**config.mk**
```make
export PLATFORM = sky130hd
export DESIGN_NAME = apb_stream_bridge
export DESIGN_NICKNAME = d
export VERILOG_FILES = /design/src/rtl/apb_stream_pkg.sv /design/src/rtl/sync_fifo.sv /design/src/rtl/apb_stream_bridge.sv
export SDC_FILE = /design/constraint.sdc
export NUM_CORES = 1
export LEC_CHECK = 0
export ABC_AREA = 1
export CORE_ASPECT_RATIO = 0.7
export CORE_UTILIZATION = 40
export DETAILED_ROUTE_END_ITERATION = 6
export PLACE_DENSITY_LB_ADDON = 0.1
export SLEW_MARGIN = 30
export SYNTH_ARGS = -nofsm -noshare
export SYNTH_HDL_FRONTEND = slang
export SYNTH_SLANG_ARGS = --single-unit
```
**constraint.sdc**
```tcl
create_clock -name clk_i -period 3.8 [get_ports clk_i]
set_input_delay 0.57 -clock clk_i [delete_from_list [all_inputs] [get_ports clk_i]]
set_output_delay 0.57 -clock clk_i [all_outputs]
set_load 0.1 [all_outputs]
```
**src/rtl/apb_stream_pkg.sv**
```systemverilog
// Shared definitions for the APB-to-stream bridge: register offsets,
// CTRL/STATUS bit positions and the APB transfer state encoding.
package apb_stream_pkg;

    localparam logic [3:0] REG_DATA   = 4'h0;
    localparam logic [3:0] REG_STATUS = 4'h4;
    localparam logic [3:0] REG_CTRL   = 4'h8;
    localparam logic [3:0] REG_DROPS  = 4'hC;

    localparam int CTRL_EN_BIT      = 0;
    localparam int CTRL_FLUSH_BIT   = 1;
    localparam int STATUS_FULL_BIT  = 9;
    localparam int STATUS_EMPTY_BIT = 10;

    typedef enum logic [1:0] {
        IDLE = 2'd0,
        WAIT = 2'd1,
        DONE = 2'd2
    } apb_state_e;

endpackage

```
**src/rtl/sync_fifo.sv**
```systemverilog
// Single-clock FIFO with occupancy count and a flush that wins over pop.
// Storage is not reset; only pointers and count are.
module sync_fifo #(
    parameter int DEPTH = 8,
    parameter int WIDTH = 32
) (
    input  logic                       clk_i,
    input  logic                       rst_i,
    input  logic                       push_i,
    input  logic [WIDTH-1:0]           data_i,
    input  logic                       pop_i,
    input  logic                       flush_i,
    output logic [WIDTH-1:0]           data_o,
    output logic                       full_o,
    output logic                       empty_o,
    output logic [$clog2(DEPTH):0]     count_o
);
    localparam int AW = $clog2(DEPTH);
    localparam int CW = AW + 1;

    logic [WIDTH-1:0] mem_q [DEPTH];
    logic [AW-1:0]    wr_ptr_q, wr_ptr_d;
    logic [AW-1:0]    rd_ptr_q, rd_ptr_d;
    logic [CW-1:0]    count_q, count_d;
    logic             do_push, do_pop;

    assign full_o  = (count_q == CW'(DEPTH));
    assign empty_o = (count_q == '0);
    assign count_o = count_q;
    assign data_o  = mem_q[rd_ptr_q];

    // Full/empty are pre-edge, so a same-cycle pop never rescues a push into a full FIFO.
    assign do_push = push_i & ~full_o;
    assign do_pop  = pop_i & ~empty_o;

    always_comb begin
        wr_ptr_d = wr_ptr_q;
        rd_ptr_d = rd_ptr_q;
        count_d  = count_q;
        if (flush_i) begin
            wr_ptr_d = '0;
            rd_ptr_d = '0;
            count_d  = '0;
        end else begin
            if (do_push) wr_ptr_d = wr_ptr_q + 1'b1;
            if (do_pop)  rd_ptr_d = rd_ptr_q + 1'b1;
            count_d = count_q + CW'(do_push) - CW'(do_pop);
        end
    end

    always_ff @(posedge clk_i) begin
        if (rst_i) begin
            wr_ptr_q <= '0;
            rd_ptr_q <= '0;
            count_q  <= '0;
        end else begin
            wr_ptr_q <= wr_ptr_d;
            rd_ptr_q <= rd_ptr_d;
            count_q  <= count_d;
        end
    end

    always_ff @(posedge clk_i) begin
        if (do_push && !flush_i) mem_q[wr_ptr_q] <= data_i;
    end

endmodule

```
**src/rtl/apb_stream_bridge.sv**
```systemverilog
// APB slave that pushes DATA writes into a FIFO drained as a 32-bit stream.
// Every transfer takes one wait state; register effects land on the DONE edge.
module apb_stream_bridge
    import apb_stream_pkg::*;
#(
    parameter int DEPTH  = 8,
    parameter int ADDR_W = 8
) (
    input  logic              clk_i,
    input  logic              rst_i,
    input  logic              psel_i,
    input  logic              penable_i,
    input  logic              pwrite_i,
    input  logic [ADDR_W-1:0] paddr_i,
    input  logic [31:0]       pwdata_i,
    output logic              pready_o,
    output logic [31:0]       prdata_o,
    output logic              pslverr_o,
    output logic              m_tvalid_o,
    output logic [31:0]       m_tdata_o,
    input  logic              m_tready_i
);
    localparam int CW = $clog2(DEPTH) + 1;

    apb_state_e    state_q, state_d;
    logic          enable_q, enable_d;
    logic [31:0]   drops_q, drops_d;
    logic          in_done;
    logic          addr_ok;
    logic [3:0]    offset;
    logic          fifo_push, fifo_pop, fifo_flush, fifo_full, fifo_empty;
    logic [CW-1:0] fifo_count;
    logic [31:0]   status_word, rdata;
    logic          slverr;

    always_ff @(posedge clk_i) begin
        if (rst_i) state_q <= IDLE;
        else       state_q <= state_d;
    end

    always_comb begin
        state_d = state_q;
        case (state_q)
            IDLE:    if (psel_i && !penable_i) state_d = WAIT;
            WAIT:    if (!psel_i) state_d = IDLE;
                     else if (penable_i) state_d = DONE;
            DONE:    state_d = IDLE;
            default: state_d = IDLE;
        endcase
    end

    always_comb begin
        in_done  = (state_q == DONE);
        pready_o = in_done;
    end

    assign offset  = paddr_i[3:0];
    assign addr_ok = ((paddr_i >> 4) == '0) && (paddr_i[1:0] == 2'b00);

    always_comb begin
        status_word                   = 32'(fifo_count);
        status_word[STATUS_FULL_BIT]  = fifo_full;
        status_word[STATUS_EMPTY_BIT] = fifo_empty;
    end

    always_comb begin
        fifo_push  = 1'b0;
        fifo_flush = 1'b0;
        slverr     = 1'b0;
        rdata      = '0;
        enable_d   = enable_q;
        drops_d    = drops_q;
        if (in_done) begin
            if (!addr_ok) begin
                slverr = 1'b1;
            end else begin
                case (offset)
                    REG_DATA: begin
                        if (!pwrite_i) begin
                            slverr = 1'b1;
                        end else if (fifo_full) begin
                            slverr = 1'b1;
                            if (drops_q != 32'hFFFF_FFFF) drops_d = drops_q + 32'd1;
                        end else begin
                            fifo_push = 1'b1;
                        end
                    end
                    REG_STATUS: begin
                        if (pwrite_i) slverr = 1'b1;
                        else          rdata = status_word;
                    end
                    REG_CTRL: begin
                        if (pwrite_i) begin
                            enable_d   = pwdata_i[CTRL_EN_BIT];
                            fifo_flush = pwdata_i[CTRL_FLUSH_BIT];
                        end else begin
                            rdata[CTRL_EN_BIT] = enable_q;
                        end
                    end
                    REG_DROPS: begin
                        if (pwrite_i) slverr = 1'b1;
                        else          rdata = drops_q;
                    end
                    default: slverr = 1'b1;
                endcase
            end
        end
    end

    always_ff @(posedge clk_i) begin
        if (rst_i) begin
            enable_q <= 1'b0;
            drops_q  <= '0;
        end else begin
            enable_q <= enable_d;
            drops_q  <= drops_d;
        end
    end

    assign prdata_o  = rdata;
    assign pslverr_o = slverr;

    // Stream handshake: a beat transfers on any edge where m_tvalid_o and m_tready_i are both high;
    // while m_tvalid_o is high and m_tready_i low, the head entry (m_tdata_o) is held unchanged.
    assign m_tvalid_o = enable_q & ~fifo_empty;
    assign fifo_pop   = m_tvalid_o & m_tready_i;

    sync_fifo #(
        .DEPTH (DEPTH),
        .WIDTH (32)
    ) u_fifo (
        .clk_i   (clk_i),
        .rst_i   (rst_i),
        .push_i  (fifo_push),
        .data_i  (pwdata_i),
        .pop_i   (fifo_pop),
        .flush_i (fifo_flush),
        .data_o  (m_tdata_o),
        .full_o  (fifo_full),
        .empty_o (fifo_empty),
        .count_o (fifo_count)
    );

endmodule
```
After elaboration in Yosys (flattened, before gate mapping). Memories as Yosys holds them, arrays and structs flattened. A register that Yosys moved wholly into a read port is not among the register bits. Index checks and enable logic that the tools add are counted.

Register bits: 45. Memory bits (writable): 256. Input port bits: 46. Output and inout bits: 67. Word-level logic and storage cells: 72. Memories: 1.

Memory list: u_fifo.mem_q (depth 8, bits a word 32, read ports 1, clocked after Yosys merged registers in 1, wr ports 1, line sync_fifo.sv:21) `logic [WIDTH-1:0] mem_q [DEPTH];`.

Add/subtract/negate cells: 5. Equality and inequality tests: 9. Muxes and demuxes: 30. Bitwise logic cells: 6. Reductions and logical operators: 15.

Operator list (number): two-way mux 32 bit (3); case mux 31 bit (2 select lines) (1); adder 32 x 1 -> 32 bit (second input constant) (1); != test 32 bit (second input constant) (1); two-way mux 1 bit (17); equality test 4 bit (second input constant) (3); two-way mux 11 bit (1); zero test 4 bit (2); zero test 8 bit (1); adder 3 x 1 -> 3 bit (second input constant) (2); two-way mux 2 bit (3); two-way mux 3 bit (2); case mux 1 bit (3 select lines) (2); AND reduction 6 bit (1); adder 4 x 1 -> 4 bit (1); AND 1 bit (4); equality test 4 x 3 -> 1 bit (second input constant) (1); zero test 2 bit (2); case mux 2 bit (2 select lines) (1); AND reduction 4 bit (1); OR reduction 2 bit (2); subtractor 4 x 1 -> 4 bit (1); logical AND 1 bit (3); != test 3 bit (second input constant) (1); 6 further kinds (8).

Longest topological paths before layout. Gate-level depths: netlist (run 1).

Depth after elaboration: 10. Gate-level depth with buffers: 13. Mapped depth without buffers: 13.

Hierarchy. Synthesis (run 1) repeated with hierarchy kept, for this count alone.

Cell total of the unflattened synthesis: 1631. Area total of the unflattened synthesis: 14272.4 µm².

By module, submodules not included: sync_fifo (times used 1, cells an instance 1174, area each 11643.7 µm², sequential area each 7947.6 µm²); apb_stream_bridge (times used 1, cells an instance 457, area each 2628.8 µm², sequential area each 700.7 µm²).

Worst setup path after synthesis (run 1). No wires, ideal clock.

Kind: input port to output port. Start: in paddr_i[1]. End: out prdata_o[17]. Data arrival time: 3.619 ns. Required time: 3.230 ns. Path slack: -0.389 ns. Stages on the path: 6. Buffers on the path: 1. Cell sequence: nor2_2 > nand3_2 > nor3_4 > inv_2 > buf_2 > nor3b_1.

Cells in the longest elaborated chain, start to end: 4. Elaborated cells between the ends (all ways): 7. Classes of those cells: 2 x eq/ne; 3 x mux; 2 x reduce/logical.

RTL lines: start: declaration (line apb_stream_bridge.sv:14) `input logic [ADDR_W-1:0] paddr_i,`; equality test 4 bit, or another cell as far along (line apb_stream_bridge.sv:77) `case (offset)`; case mux 31 bit (2 select lines) or logical AND 1 bit (tied branches) (line apb_stream_bridge.sv:77, apb_stream_bridge.sv:58); two-way mux 32 bit * (line apb_stream_bridge.sv:74) `if (!addr_ok) begin`; two-way mux 32 bit * (line apb_stream_bridge.sv:73) `if (in_done) begin`; end: declaration (line apb_stream_bridge.sv:17) `output logic [31:0] prdata_o,`.

Every way passes the cells marked *; elsewhere a longest branch is shown, timed or not.

Worst setup path in the final report (run 1).
Start: in paddr_i[0]. End: out prdata_o[20].

Same word-level chain as after synthesis.

==> results of run 1 <==
where the power goes:
group / switching [mW] / leakage (nW) / internal (mW) / total (mW)
clock network: 1.25 / 0.478 / 1.65 / 2.90
logic: 0.0716 / 2.51 / 0.0485 / 0.120
registers: 0.000269 / 2.69 / 3.61 / 3.61
total: 1.32 / 5.68 / 5.30 / 6.62
registers in the layout (all words and copies together) (netlist names), named ones only:
register / flops
u_fifo.wr_ptr_q: 3
u_fifo.mem_q: 256
drops_q: 32
enable_q: 1
state_q: 2
u_fifo.count_o: 4
u_fifo.rd_ptr_q: 3
worst max path at each step:
| stage | slack, ps | end |
|---|---|---|
| 6_report | 600 | prdata_o[20] |
| 5_1_grt | 410 | prdata_o[30] |
| 4_1_cts | 600 | prdata_o[19] |
| 3_5_place_dp | 610 | prdata_o[28] |
| 3_3_place_gp | 650 | u_fifo.mem_q[3][24] |
| 2_1_floorplan | -390 | prdata_o[17] |
per-stage QoR:
| stage | TNS [ps] | power (mW) | instances | setup WS (ps) |
|---|---|---|---|---|
| after floorplan | -7810 | 3.71 | 1239 | -389 |
| after global placement | 0 | 3.80 | 1741 | 646 |
| after detailed placement | 0 | 3.80 | 1741 | 605 |
| after CTS | 0 | 6.69 | 1796 | 600 |
| after global routing | 0 | 6.82 | 1796 | 405 |
| final | 0 | 6.62 | 1796 | 603 |
tightest hold or removal path, stage by stage, from the launching register on:
cell	delay [ps]
dfxtp_1	310
nand2_1	50
nor2_1	40
final cells by class:
class	count	area share
flip-flops and latches	304	0.526
inverters	62	0.0146
multi-input cells	810	0.244
clock buffers	31	0.0459
repair buffers	138	0.125
well taps	427	0.0325
clock inverters	24	0.0125
metal layers:
| layer | global-route usage | wire [um] | part of all wire |
|---|---|---|---|
| met1 | 0.303 | 15800 | 0.51 |
| met2 | 0.272 | 13200 | 0.43 |
| met3 | 0.0247 | 1450 | 0.047 |
| met4 | 0.0386 | 486 | 0.016 |
| met5 | 0 | 0 | 0 |
placed cells by master (no fill, tap or decap), types with 12 or more instances in the layout:
| master | n |
|---|---|
| nand2_1 | 223 |
| inv_1 | 58 |
| o21ai_0 | 72 |
| nor3b_1 | 18 |
| clkbuf_16 | 30 |
| nand4_1 | 12 |
| nor3_1 | 14 |
| a21oi_1 | 31 |
| nand3_1 | 30 |
| nor2_1 | 289 |
| clkdlybuf4s50_1 | 46 |
| edfxtp_1 | 256 |
| dfxtp_1 | 46 |
| o32ai_1 | 64 |
| buf_4 | 20 |
| buf_12 | 72 |
logic make-up after synthesis:
logic type	synth area share
AO/OA/AOI/OAI	0.0844
XOR/XNOR	0.00400
adder cells (fa/ha/maj)	0.0101
buffers and inverters	0.0399
flip-flops	0.659
AND/OR/NAND/NOR	0.203
==> results.yml, run 1 <==
yosys:
  synthTopCellsByArea: "edfxtp_1, nor2_1, dfxtp_1"
  synth_top_area_share: 0.586
  synth_edf_count: 256
  synth_most_common_cell: "nor2_1"
  synth_cells: 1239
  ys_warn_count: 0
  avgSynthCellArea_um2: 10.6
  synth.yosys.seq_area_share: 0.659
  synth_top_flop_cell: "edfxtp_1"
  ys_ff_latch: 304
  syn_nets: 1295
  synth_cell_types: 35
  synth_area_um2: 13100
  synthTopCellsByCount: "nor2_1, edfxtp_1, nand2_1, o21ai_0, o32ai_1"
  async_flop_share: 0
  yosys.area.top_type: "edfxtp_1"
grt:
  grt_pass1_vias: 8919
  grt_pass1_wl_mm: 50.1
  grt_max_degree: 129
  antenna_found_initial: 0
  grt_overflow: 0
  track_usage: 0.190
setup_path:
  cp.required_ps: 3230
  reg2reg_to: "u_fifo.count_o[2]"
  crit_arrival_ps: 2630
  startpoint: "paddr_i[0]"
  crit-reg2reg-launch: "u_fifo.count_o[2]"
  worstPathMaxFanout: 27
  path_cells: "clkdlybuf4s50_1, nor2_2, nand3_2, nor3_4, inv_2, nor3b_1, buf_12"
  critPathLaunchType: "primary input"
  slowest_stage: "clkdlybuf4s50_1"
  path_delay_family: "simple AND/OR/NAND/NOR gates"
  critPathKind: "in -> out"
  critPathCaptureType: "output port"
  crit_buf_inv: 3
  crit_path_max_incr_delay_ps: 450
  cp.depth: 7
  ff2ff_setup_slack_ps: 1470
  r2r.worst_path.cells: 13
final_layout:
  nets: 1402
  final_layout_size_suffix_gt1_frac: 0.129
  fillerInstances: 2872
  post-route-util: 0.510
  antennaDiodeCount: 0
  multi_input_area_um2: 4010
  synthToLayoutAreaGrowth_pct: 25.4
  register_area_um2: 8660
  stdcell_area_um2: 16500
routing:
  dr.pass1.iters: 5
  ant_nets: 0
  finalWirelength_mm: 31.0
  viasPerCell: 5.12
  vias: 9192
  drc: 0
  wl_per_cell_um: 17.2
  drt_iter0_drc: 655
run:
  max_cap_viol_count: 0
cts:
  post_cts_buffers: 0
  cts_buffers: 30
  cts_resized: 0
  clock_latency_ps: 580
  htreeDepth: 1
  holdBufCountCts: 0
  clk_pin_slew_ps: 70
  cts_tree: "done"
  numClockSinks: 304
  root_buffer: "clkbuf_16"
  cts_buffer_depth: 3
timing:
  hold_viol: 0
  relSlewSlack: 0.355
  period_share: 0.841
  rsz0062_at_grt: "false"
  clock_skew_ps: 30.3
  worst_pin_slew_ps: 964
  max_freq_mhz: 313
  fin_hold_ws_ps: 441
  slew_viol_final: 0
  finalSetupViolCount: 0
  fin_crit_ps: 3200
floorplanning:
  std_cell_rows: 55
  pin_count: 113
  dieArea_um2: 33600
  core-area_um2: 32300
  die_x_um: 219
  start_util: 0.407
  die_h_um: 154
min_path:
  hp-class: "reg -> reg"
  min_to: "state_q[1]"
  worstHoldStart: "state_q[0]"
  hold_depth: 2
pwr:
  powerDensity_nw_per_um2: 403
  p_leak_nw: 5.68
  peakVddDrop_v: 0.000307
outcome:
  status: "finished, final reports clean"
place:
  gp_congestion: 0.807
  port_buffers: 112
  postPlaceCellArea_um2: 15500
  dp_hpwl_mm: 19.1
(Power assumes the default switching activity.)
==> inputs of run 2 (changes only) <==
Clock period 3.8 ns to 2.8 ns, I/O delays scaled along.
==> results.yml, run 2 (synthesis gave the netlist of run 1 again) <==
floorplanning:
  pin_count: 113
  die_x_um: 219
  start_util: 0.407
  core-area_um2: 32300
  dieArea_um2: 33600
  die_h_um: 154
  std_cell_rows: 55
timing:
  worst_pin_slew_ps: 495
  hold_viol: 0
  period_share: 0.966
  relSlewSlack: 0.670
  max_freq_mhz: 370
  rsz0062_at_grt: "false"
  slew_viol_final: 0
  fin_crit_ps: 2700
  fin_tns_setup_ps: 0
  setup_slack_ps: 95.7
  finalSetupViolCount: 0
  clock_skew_ps: 18.3
place:
  port_buffers: 112
  gp_congestion: 0.823
  dp_hpwl_mm: 20.8
  postPlaceCellArea_um2: 16000
  post-place-ws_ps: 108
grt:
  track_usage: 0.194
  antenna_found_initial: 0
  grt_overflow: 0
  grt_pass1_wl_mm: 50.9
  grt_max_degree: 43
  grt_pass1_vias: 8984
setup_path:
  critPathLaunchType: "primary input"
  crit_arrival_ps: 2280
  critPathKind: "in -> out"
  path_cells: "clkdlybuf4s50_1, nor2_2, nand3_2, nor3_4, inv_2, buf_12, nor3b_2, buf_12"
  path_common_cell: "buf_12"
  critPathCaptureType: "output port"
  slowest_stage: "clkdlybuf4s50_1"
  crit_path_max_incr_delay_ps: 430
  cp.required_ps: 2380
  worstPathMaxFanout: 13
routing:
  dr.pass1.iters: 5
  vias: 9404
  wl_per_cell_um: 18.0
  ant_nets: 0
  drt_iter0_drc: 624
  finalWirelength_mm: 32.7
  drc: 0
  viasPerCell: 5.17
final_layout:
  post-route-util: 0.530
  synthToLayoutAreaGrowth_pct: 30.3
  most-common-layout-cells: "nor2_1, edfxtp_1, nand2_1"
  nets: 1426
  stdcell_area_um2: 17100
  antennaDiodeCount: 0
  layout_commonest_cell: "nor2_1"
  largest_reg_flops: 256
  final_layout_size_suffix_gt1_frac: 0.163
  top_register: "u_fifo.mem_q"
cts:
  cts_buffers: 30
  cts_tree: "done"
  htreeDepth: 1
  holdBufCountCts: 0
  clk_pin_slew_ps: 60
  clock_latency_ps: 560
  root_buffer: "clkbuf_16"
  cts_buffer_depth: 3
  numClockSinks: 304
pwr:
  powerDensity_nw_per_um2: 546
  peakVddDrop_v: 0.000450
  p_leak_nw: 6.23
min_path:
  hp-class: "in -> reg"
run:
  max_cap_viol_count: 0
outcome:
  status: "finished, final reports clean"
run 2: cell types whose count changed in the layout (fill, tap and decap cells not counted), moves of 4 or more:
cell and change:
nor3b_1 -12, buf_12 +11, nor3b_4 +11, buf_4 +10, nor3_1 -8, nor3_4 +8, clkinv_2 -4
run 2: layer usage:
| metal | vias up | routed length, um | GRT usage | share of wire |
|---|---|---|---|---|
| met5 | - | 0 | 0 | 0 |
| met4 | 0 | 364 | 0.0400 | 0.011 |
| met3 | 24 | 1570 | 0.0289 | 0.048 |
| met2 | 211 | 14600 | 0.286 | 0.45 |
| met1 | 4581 | 16200 | 0.300 | 0.50 |
| li1 | 4588 | - | - | - |
run 2: worst paths after layout:
path / slack (ps) / cells past startpoint / end / start
setup / recovery: 100 / 8 / prdata_o[17] / paddr_i[1]
hold / removal: 420 / 2 / state_q[0] / penable_i
setup reg to reg: 470 / 13 / u_fifo.count_o[2] / u_fifo.count_o[2]
hold reg to reg: 440 / 2 / state_q[1] / state_q[0]
run 2: repair_timing:
action	in CTS	in global routing
setup endpoints to repair	15	19
resized for setup	3	3
buffers inserted	1	3
run 2: final cells by class:
class	instances	area (um^2)
clock buffers	34	787
clock inverters	21	259
fillers	2808	15200
inverters	62	245
multi-input cells	810	4240
flip-flops and latches	304	8660
well taps	427	534
repair buffers	162	2390
run 2: through the flow:
step	instances	hold WS, ps	power (mW)
floorplan	1239	415	5.04
global placement	1761	426	5.17
detailed placement	1761	429	5.17
CTS	1817	398	9.43
global route	1820	408	9.62
finish	1820	419	9.33
run 2: worst max-delay path, delay by kind of cell:
| family | cells | cell delay [ps] |
|---|---|---|
| buf+inv | 4 | 1050 |
| simple gates | 4 | 780 |
run 2: report_power, final:
part | internal, mW | leakage [nW] | switching (mW) | total, mW
sequential | 4.89 | 2.69 | 0.000361 | 4.89
clock | 2.56 | 0.510 | 1.70 | 4.26
combinational | 0.0714 | 3.03 | 0.107 | 0.178
==> inputs of run 3 (changes only) <==
Settings changed: CTS_CLUSTER_SIZE set to 30, PLACE_DENSITY set to 0.69, PLACE_DENSITY_LB_ADDON 0.1 to unset.
==> results.yml, run 3 (synthesis gave the netlist of run 1 again) <==
outcome:
  status: "finished, final reports clean"
final_layout:
  synthToLayoutAreaGrowth_pct: 29.8
  layout_commonest_cell: "nor2_1"
  most-common-layout-cells: "nor2_1, edfxtp_1, nand2_1"
  nets: 1420
  final_layout_size_suffix_gt1_frac: 0.161
  stdcell_area_um2: 17000
  fin_cells: 1812
  antennaDiodeCount: 0
  fillerInstances: 2678
  post-route-util: 0.528
  top_register: "u_fifo.mem_q"
  largest_reg_flops: 256
cts:
  root_buffer: "clkbuf_16"
  cts_buffers: 29
  htreeDepth: 1
  holdBufCountCts: 0
  numClockSinks: 304
  cts_tree: "done"
  clock_latency_ps: 560
  clk_pin_slew_ps: 60
  cts_buffer_depth: 3
routing:
  dr.pass1.iters: 7
  wl_per_cell_um: 17.7
  drt_iter0_drc: 931
  wl_met3_mm: 2.21
  ant_nets: 0
  wl_met2_mm: 14.5
  viasPerCell: 5.30
  drt-met1-wl_mm: 14.6
  drc: 0
  top_layer: "met4"
  vias: 9598
  finalWirelength_mm: 32.0
grt:
  grt_max_degree: 78
  antenna_found_initial: 0
  grt_pass1_wl_mm: 49.8
  grt_pass1_vias: 9044
  grt_overflow: 0
  track_usage: 0.188
timing:
  setup_slack_ps: 114
  fin_crit_ps: 2690
  period_share: 0.959
  max_freq_mhz: 372
  clock_skew_ps: 17.3
  worst_pin_slew_ps: 481
  fin_tns_setup_ps: 0
  slew_viol_final: 0
  finalSetupViolCount: 0
  hold_viol: 0
  relSlewSlack: 0.679
setup_path:
  worstPathMaxFanout: 14
  crit_arrival_ps: 2270
  crit_path_max_incr_delay_ps: 440
  cp.required_ps: 2380
  path_cells: "clkdlybuf4s50_1, nor2_2, nand3_2, buf_4, nor3_4, inv_4, buf_12, nor3b_4, buf_12"
  critPathLaunchType: "primary input"
  path_common_cell: "buf_12"
  critPathCaptureType: "output port"
  critPathKind: "in -> out"
  slowest_stage: "clkdlybuf4s50_1"
min_path:
  hp-class: "in -> reg"
pwr:
  powerDensity_nw_per_um2: 529
  peakVddDrop_v: 0.000479
  seq_power_share: 0.543
  switching_share: 0.201
  pwr-share-comb: 0.019
  clkPwrFrac: 0.437
  p_int_mw: 7.20
  p_leak_nw: 6.20
  p_sw_mw: 1.81
floorplanning:
  start_util: 0.407
  die_h_um: 154
  pin_count: 113
  die_x_um: 219
  std_cell_rows: 55
  core-area_um2: 32300
  dieArea_um2: 33600
place:
  post-place-ws_ps: 70.0
  dp_hpwl_mm: 19.8
  postPlaceCellArea_um2: 16000
  port_buffers: 112
  placed_cells_incl_taps: 1757
  gp_congestion: 0.854
run:
  max_cap_viol_count: 0
[run 3: changes by cell type in the layout (fill, tap and decap cells not counted), sizes merged]
cell,previous run,this run
buf,117,111
bufinv,6,3
clkinv,14,16
clkinvlp,2,0
inv,61,62
[run 3: through the flow]
stage          total power [mW]  hold slack, ps
3_3_place_gp               5.16             429
4_1_cts                    9.07             417
2_1_floorplan              5.04             415
5_1_grt                    9.28             431
3_5_place_dp               5.17             446
6_report                   9.01             430
[run 3: cell type report]
| class | instances | area [um^2] | share of cell area |
|---|---|---|---|
| inverters | 62 | 241 | 0.0142 |
| clock inverters | 19 | 191 | 0.0112 |
| well taps | 427 | 534 | 0.0314 |
| clock buffers | 33 | 761 | 0.0447 |
| multi-input cells | 810 | 4260 | 0.250 |
| repair buffers | 157 | 2390 | 0.140 |
| flip-flops and latches | 304 | 8660 | 0.508 |
[run 3: path summary, 6_finish.rpt]
path                                          end               from  slack [ps]  cells past startpoint
worst min-delay path                   state_q[0]          penable_i         430                      2
worst max register to register  u_fifo.count_o[2]  u_fifo.count_o[2]         510                     13
worst min register to register         state_q[1]         state_q[0]         460                      2
worst max-delay path                 prdata_o[19]         paddr_i[1]         110                      9
[run 3: worst max-delay path, delay by kind of cell]
family / cells / cell delay, ps
buffers and inverters: 5 / 1150
and+or+nand+nor: 4 / 670
[run 3: power by group through the flow]
stage                     Clock, mW  Sequential [mW]  Combinational, mW
after floorplan                   0             5.00             0.0418
after global placement            0             4.99              0.172
after detailed placement          0             4.99              0.175
after CTS                      4.00             4.89              0.176
after global routing           4.20             4.89              0.190
final                          3.94             4.89              0.176
[run 3: layer usage]
layer	vias to the layer above	global-route usage
li1	4570	-
met5	-	0
met4	0	0.0496
met2	337	0.286
met1	4636	0.280
met3	55	0.0295
[run 3: repair_timing]
action	CTS	global route
resized for setup	0	6
cloned	0	1
setup endpoints to repair	4	28
buffers inserted	1	1
